--- config.mk ---
export PLATFORM = sky130hd
export DESIGN_NAME = axi_lite_to_apb_bridge
export DESIGN_NICKNAME = d
export VERILOG_FILES = /design/src/rtl/axi_lite_apb_pkg.sv /design/src/rtl/axi_lite_to_apb_bridge_timeout.sv /design/src/rtl/axi_lite_to_apb_bridge.sv
export SDC_FILE = /design/constraint.sdc
export NUM_CORES = 1
export LEC_CHECK = 0
export ABC_CLOCK_PERIOD_IN_PS = 3350
export CAP_MARGIN = 15
export CELL_PAD_IN_SITES_DETAIL_PLACEMENT = 1
export CELL_PAD_IN_SITES_GLOBAL_PLACEMENT = 1
export CORE_ASPECT_RATIO = 1.25
export CORE_MARGIN = 2
export CORE_UTILIZATION = 25
export DETAILED_ROUTE_END_ITERATION = 6
export PLACE_DENSITY_LB_ADDON = 0.1
export SYNTH_ARGS = -nofsm -noshare
export SYNTH_HDL_FRONTEND = slang
export SYNTH_HIERARCHICAL = 1
export SYNTH_SLANG_ARGS = --single-unit
--- constraint.sdc ---
create_clock -name axi_clk -period 3.35 [get_ports axi_clk]
set_clock_uncertainty 0.1 [all_clocks]
set_input_delay 0.67 -clock axi_clk [delete_from_list [all_inputs] [get_ports axi_clk]]
set_output_delay 0.67 -clock axi_clk [all_outputs]
set_load 0.01 [all_outputs]
--- src/rtl/axi_lite_apb_pkg.sv ---
// Shared types and constants for the AXI4-Lite to APB bridge.
package axi_lite_apb_pkg;

   // Bridge FSM states: one AXI-Lite transaction in flight at a time.
   typedef enum logic [2:0] {
      IDLE   = 3'd0,
      SETUP  = 3'd1,
      ACCESS = 3'd2,
      WRESP  = 3'd3,
      RRESP  = 3'd4
   } bridge_state_t;

   localparam logic [1:0] RESP_OKAY   = 2'b00;
   localparam logic [1:0] RESP_SLVERR = 2'b10;
   localparam logic [1:0] RESP_DECERR = 2'b11;

   // Width of the ACCESS timeout counter: enough to hold TIMEOUT_CYC itself.
   // Kept at least one bit so a disabled timeout (0) still elaborates.
   function automatic int tcnt_width(input int timeout_cyc);
      int w;
      w = $clog2(timeout_cyc + 1);
      return (w < 1) ? 1 : w;
   endfunction

endpackage

--- src/rtl/axi_lite_to_apb_bridge_timeout.sv ---
// ACCESS-phase wait counter. Cleared while in SETUP, counts ACCESS cycles
// without PREADY, and saturates once it reaches TIMEOUT_CYC.
module apb_timeout_cnt
   import axi_lite_apb_pkg::*;
#(
   parameter int TIMEOUT_CYC = 256
) (
   input  logic clk,
   input  logic rst,
   input  logic clear,
   input  logic enable,
   output logic expired
);

   localparam int CW = tcnt_width(TIMEOUT_CYC);

   logic [CW-1:0] cnt;

   // Counter register: clear has priority, then saturating increment.
   always_ff @(posedge clk or posedge rst) begin
      if (rst) begin
         cnt <= '0;
      end else if (clear) begin
         cnt <= '0;
      end else if (enable && !expired) begin
         cnt <= cnt + CW'(1);
      end
   end

   // A TIMEOUT_CYC of zero disables the abort entirely.
   assign expired = (TIMEOUT_CYC != 0) && (cnt == CW'(TIMEOUT_CYC));

endmodule

--- src/rtl/axi_lite_to_apb_bridge.sv ---
// AXI4-Lite slave to APB master bridge. Accepts one read or write at a time,
// runs it as one APB SETUP/ACCESS transfer and returns the APB status as the
// AXI response. Out-of-range addresses are answered with DECERR locally.
//
// Handshake: every AXI channel follows valid/ready; a transfer happens on a
// rising edge where both are high. AWREADY/WREADY (together) or ARREADY are
// high only in IDLE for the granted request, never while reset is asserted.
module axi_lite_to_apb_bridge
   import axi_lite_apb_pkg::*;
#(
   parameter int AW_AXI      = 32,
   parameter int DW_AXI      = 32,
   parameter int AW_APB      = 16,
   parameter int DW_APB      = 32,
   parameter int TIMEOUT_CYC = 256
) (
   input  logic                  axi_clk,
   input  logic                  sys_areset,
   // AXI-Lite write address / data / response
   input  logic [AW_AXI-1:0]     awaddr,
   input  logic [2:0]            awprot,
   input  logic                  awvalid,
   output logic                  awready,
   input  logic [DW_AXI-1:0]     wdata,
   input  logic [DW_AXI/8-1:0]   wstrb,
   input  logic                  wvalid,
   output logic                  wready,
   output logic [1:0]            bresp,
   output logic                  bvalid,
   input  logic                  bready,
   // AXI-Lite read address / data
   input  logic [AW_AXI-1:0]     araddr,
   input  logic [2:0]            arprot,
   input  logic                  arvalid,
   output logic                  arready,
   output logic [DW_AXI-1:0]     rdata,
   output logic [1:0]            rresp,
   output logic                  rvalid,
   input  logic                  rready,
   // APB master
   output logic                  psel,
   output logic                  penable,
   output logic                  pwrite,
   output logic [AW_APB-1:0]     paddr,
   output logic [DW_APB-1:0]     pwdata,
   output logic [DW_APB/8-1:0]   pstrb,
   output logic [2:0]            pprot,
   input  logic [DW_APB-1:0]     prdata,
   input  logic                  pready,
   input  logic                  pslverr,
   // Debug view of the FSM
   output bridge_state_t         state_dbg
);

   bridge_state_t state, state_nxt;

   logic              prefer_read;   // round-robin flag, 0 = write-first
   logic              wr_cand, rd_cand;
   logic              grant_wr, grant_rd;
   logic [AW_AXI-1:0] sel_addr;
   logic [2:0]        sel_prot;
   logic              sel_dec_err;
   logic [1:0]        resp_q;
   logic [DW_AXI-1:0] rdata_q;
   logic              tmo_clear, tmo_enable, tmo_expired;

   assign wr_cand = awvalid & wvalid;
   assign rd_cand = arvalid;

   // Arbitration in IDLE: round-robin when both candidates are present.
   always_comb begin
      grant_wr = 1'b0;
      grant_rd = 1'b0;
      if ((state == IDLE) && !sys_areset) begin
         if (wr_cand && (!rd_cand || !prefer_read)) begin
            grant_wr = 1'b1;
         end else if (rd_cand) begin
            grant_rd = 1'b1;
         end
      end
   end

   assign awready  = grant_wr;
   assign wready   = grant_wr;
   assign arready  = grant_rd;
   assign sel_addr = grant_wr ? awaddr : araddr;
   assign sel_prot = grant_wr ? awprot : arprot;

   // Any address bit above the APB window is a decode error.
   generate
      if (AW_APB < AW_AXI) begin : g_decode
         assign sel_dec_err = |sel_addr[AW_AXI-1:AW_APB];
      end else begin : g_no_decode
         assign sel_dec_err = 1'b0;
      end
   endgenerate

   // State register.
   always_ff @(posedge axi_clk or posedge sys_areset) begin
      if (sys_areset) begin
         state <= IDLE;
      end else begin
         state <= state_nxt;
      end
   end

   // Next-state logic and state-decoded strobes.
   always_comb begin
      state_nxt = state;
      psel      = 1'b0;
      penable   = 1'b0;
      bvalid    = 1'b0;
      rvalid    = 1'b0;
      case (state)
         IDLE: begin
            if (grant_wr || grant_rd) begin
               if (sel_dec_err) begin
                  state_nxt = grant_wr ? WRESP : RRESP;
               end else begin
                  state_nxt = SETUP;
               end
            end
         end
         SETUP: begin
            psel      = 1'b1;
            state_nxt = ACCESS;
         end
         ACCESS: begin
            psel    = 1'b1;
            penable = 1'b1;
            // PREADY takes priority over a simultaneous timeout.
            if (pready || tmo_expired) begin
               state_nxt = pwrite ? WRESP : RRESP;
            end
         end
         WRESP: begin
            bvalid = 1'b1;
            if (bready) begin
               state_nxt = IDLE;
            end
         end
         RRESP: begin
            rvalid = 1'b1;
            if (rready) begin
               state_nxt = IDLE;
            end
         end
         default: begin
            state_nxt = IDLE;
         end
      endcase
   end

   // Datapath: request capture at grant, response capture at end of ACCESS.
   always_ff @(posedge axi_clk or posedge sys_areset) begin
      if (sys_areset) begin
         prefer_read <= 1'b0;
         pwrite      <= 1'b0;
         paddr       <= '0;
         pwdata      <= '0;
         pstrb       <= '0;
         pprot       <= '0;
         resp_q      <= RESP_OKAY;
         rdata_q     <= '0;
      end else begin
         if (grant_wr || grant_rd) begin
            prefer_read <= grant_wr;
            pwrite      <= grant_wr;
            paddr       <= sel_addr[AW_APB-1:0];
            pprot       <= sel_prot;
            pstrb       <= grant_wr ? wstrb : '0;
            if (grant_wr) begin
               pwdata <= wdata;
            end
            if (sel_dec_err) begin
               resp_q  <= RESP_DECERR;
               rdata_q <= '0;
            end
         end
         if (state == ACCESS) begin
            if (pready) begin
               resp_q <= pslverr ? RESP_SLVERR : RESP_OKAY;
               if (!pwrite) begin
                  rdata_q <= prdata;
               end
            end else if (tmo_expired) begin
               resp_q  <= RESP_SLVERR;
               rdata_q <= '0;
            end
         end
      end
   end

   assign bresp     = resp_q;
   assign rresp     = resp_q;
   assign rdata     = rdata_q;
   assign state_dbg = state;

   assign tmo_clear  = (state == SETUP);
   assign tmo_enable = (state == ACCESS) && !pready;

   apb_timeout_cnt #(
      .TIMEOUT_CYC (TIMEOUT_CYC)
   ) u_timeout (
      .clk     (axi_clk),
      .rst     (sys_areset),
      .clear   (tmo_clear),
      .enable  (tmo_enable),
      .expired (tmo_expired)
   );

endmodule

==> flow_summary.toml <==
[cts]
ctsHoldBuffers = 0
numCtsBuffers = 9
worstSkewPairLatency_ns = 0.35
cts.sinks = 102
cts_root_buf = "clkbuf_16"
clkTransAtPathRegs_ns = 0.07
cts_tree = "built"
htreeDepth = 3
clockBufferDepth = 2
post-cts-setup-buffer-count = 0
post_cts_resized = 0

[logic_synthesis]
synth_nets = 633
yosys-top-cells-count = "186 x nand2_1, 102 x dfrtp_1, 46 x o21ai_0"
async_reset_ff_share_pct = 100.0
syn_area_um2 = 4539
yosysTopAreaCell = "dfrtp_1"
synth-edff-count = 0
synth.area.top_cells = "dfrtp_1 56%, nand2_1 15%, o21ai_0 5.1%, mux2i_1 4.4%, o21ai_1 1.7%"
synth_cells = 484
yosysWarnings = 6
synth.top_cell.area_share_pct = 56.23
ys.flop_type = "dfrtp_1"
ys_ff_latch = 102
syn_area_per_cell_um2 = 9.379
ys_seq_area_share_pct = 56.23
yosysUniqueCellTypes = 44
synth_most_common_cell = "nand2_1"

[power]
power.share.clock_pct = 17.4
p_int_mw = 3.701
p_sw_mw = 1.988
p_per_area_nw_per_um2 = 757.4
power_frac_comb_pct = 45.0
seq_power_share_pct = 37.6
vdd_ir_drop_max_uv = 261.3
p_leak_nw = 3.284
switching_share_pct = 34.95

[finish]
final_util_pct = 41.83
drive_gt1_share_pct = 4.508
finalInstanceArea_um2 = 7512
finalNonFillerCells = 961
nets = 876
area_delta_synth_final_pct = 65.49

[sta]
clock.fmax_mhz = 323.3
tightestPinTransition_ns = 0.6802
holdWs_ns = 0.3774
setup_tns_ns = 0
rsz0062_at_grt = "no"
period_minus_slack_ns = 3.093
final_max_slew_viol_count = 0
slew_headroom_pct = 54.65
setup_viol = 0
hold_viol = 0
fin_crit_sh_pct = 92.34

[worst_setup_path]
crit_type = "in2out"
worstPathMaxFanout = 6
crit_arrival_ns = 2.32
worst_setup_path_end_kind = "output pin"
cp_data_required_time_ns = 2.58
start_kind = "input port"

[placement]
detailed_place_hpwl_um = 12140
portBuffers = 248
gp_congestion = 0.7756
placed_area_um2 = 7237
dp_cells = 944

[routing]
drtAntennaViolNets = 0
drt_iter0_markers = 156
vias = 4319
drc = 0
drtPass1Iterations = 4
routed_wl_um = 15930
wl_per_cell_um = 16.58
routed_via_density = 4.494

[floorplanning]
die-area_um2 = 19260
boundaryPins = 249
core-area_um2 = 17960
initial_utilization_pct = 25.27
rows = 55
dieWidth_um = 124.5
dieHeight_um = 154.7

[outcome]
status = "completed"

[worst_hold_path]
hold_path_class = "reg2reg"

[global_routing]
grt_pass1_vias = 4630
grt_max_degree = 67
grt-ovfl-total = 0
grt.total_usage_pct = 16.39
grt_pass1_wl_um = 25120
antenna_found_initial = 0

[run]
drv_cap = 0
## path summary, 6_finish.rpt
path | start | cells past startpoint | end | slack, ns
hold reg to reg | pwdata[26]$_DFFE_PP0P_ | 2 | pwdata[26]$_DFFE_PP0P_ | 0.38
hold / removal | pwdata[26]$_DFFE_PP0P_ | 2 | pwdata[26]$_DFFE_PP0P_ | 0.38
setup reg to reg | state_dbg[0]$_DFFE_PP0P_ | 6 | pstrb[2]$_DFFE_PP0N_ | 0.87
max in group asynchronous | sys_areset | 4 | paddr[9]$_DFFE_PP0N_ | 1.64
min in group asynchronous | sys_areset | 3 | u_timeout/cnt[0]$_DFFE_PP0P_ | 0.74
setup / recovery | sys_areset | 5 | wready | 0.26
## power groups by stage
stage                     clock network, mW  logic [mW]  registers [mW]
after floorplan                           0       0.817            2.34
after global placement                    0        2.55            2.14
after detailed placement                  0        2.61            2.16
after CTS                              1.04        2.61            2.15
after global routing                   1.08        2.80            2.22
final                                 0.989        2.56            2.14
## per-layer routing
metal	GRT usage [%]	wire, µm
met2	27.63	7830
met3	5.673	1276
met4	6.046	270
met5	0	0
met1	19.35	6551
## flip-flops by register name (all words and copies together), names as in the netlist
register,cells
pstrb,4
prefer_read,1
rdata,32
state_dbg,3
bresp,2
pprot,3
u_timeout/cnt,9
paddr,16
pwdata,32
## stage by stage
stage          setup slack, ns  power, mW
3_3_place_gp            0.2475      4.687
6_report                0.2566      5.689
5_1_grt                 0.1476      6.103
2_1_floorplan           0.1597      3.159
4_1_cts                 0.2270      5.804
3_5_place_dp            0.2403      4.771
## area by class of cell
type                       count  area [µm²]
antenna                        1       2.502
clock buffer                  10       229.0
clock inverter                 6       43.79
fill                        2025       10450
inverter                       8       32.53
multi-input combinational    347        1789
sequential                   102        2552
tap                          228       285.3
timing repair buffer         259        2577
## critical path: stages
cell and delay (ns):
clkdlybuf4s50_1 0.46, nor4_4 0.36, nand4_4 0.15, inv_2 0.13
clkdlybuf4s50_1 0.55
## layout by cell type (no fill, tap or decap), types with 3 or more instances in the layout
master	n
mux2i_1	20
nand2_1	186
clkdlybuf4s50_1	248
nor2b_1	5
nand2b_1	5
a21oi_1	9
buf_4	10
a22o_1	4
nor4_1	9
dfrtp_1	102
or3_1	3
nand3_1	3
nor2_1	8
clkbuf_16	9
o21ai_1	14
nand4_1	3
o21ai_0	46
inv_1	6
## kinds of logic after synthesis
family	Yosys count	synth area share (%)
compound gates	84	10.58
xor+xnor	2	0.3860
fa+ha+maj	2	0.5512
buf+inv	35	4.438
flops	102	56.23
mux	21	4.658
simple gates	238	23.15
Note: power is estimated with default switching activity, not from simulation.
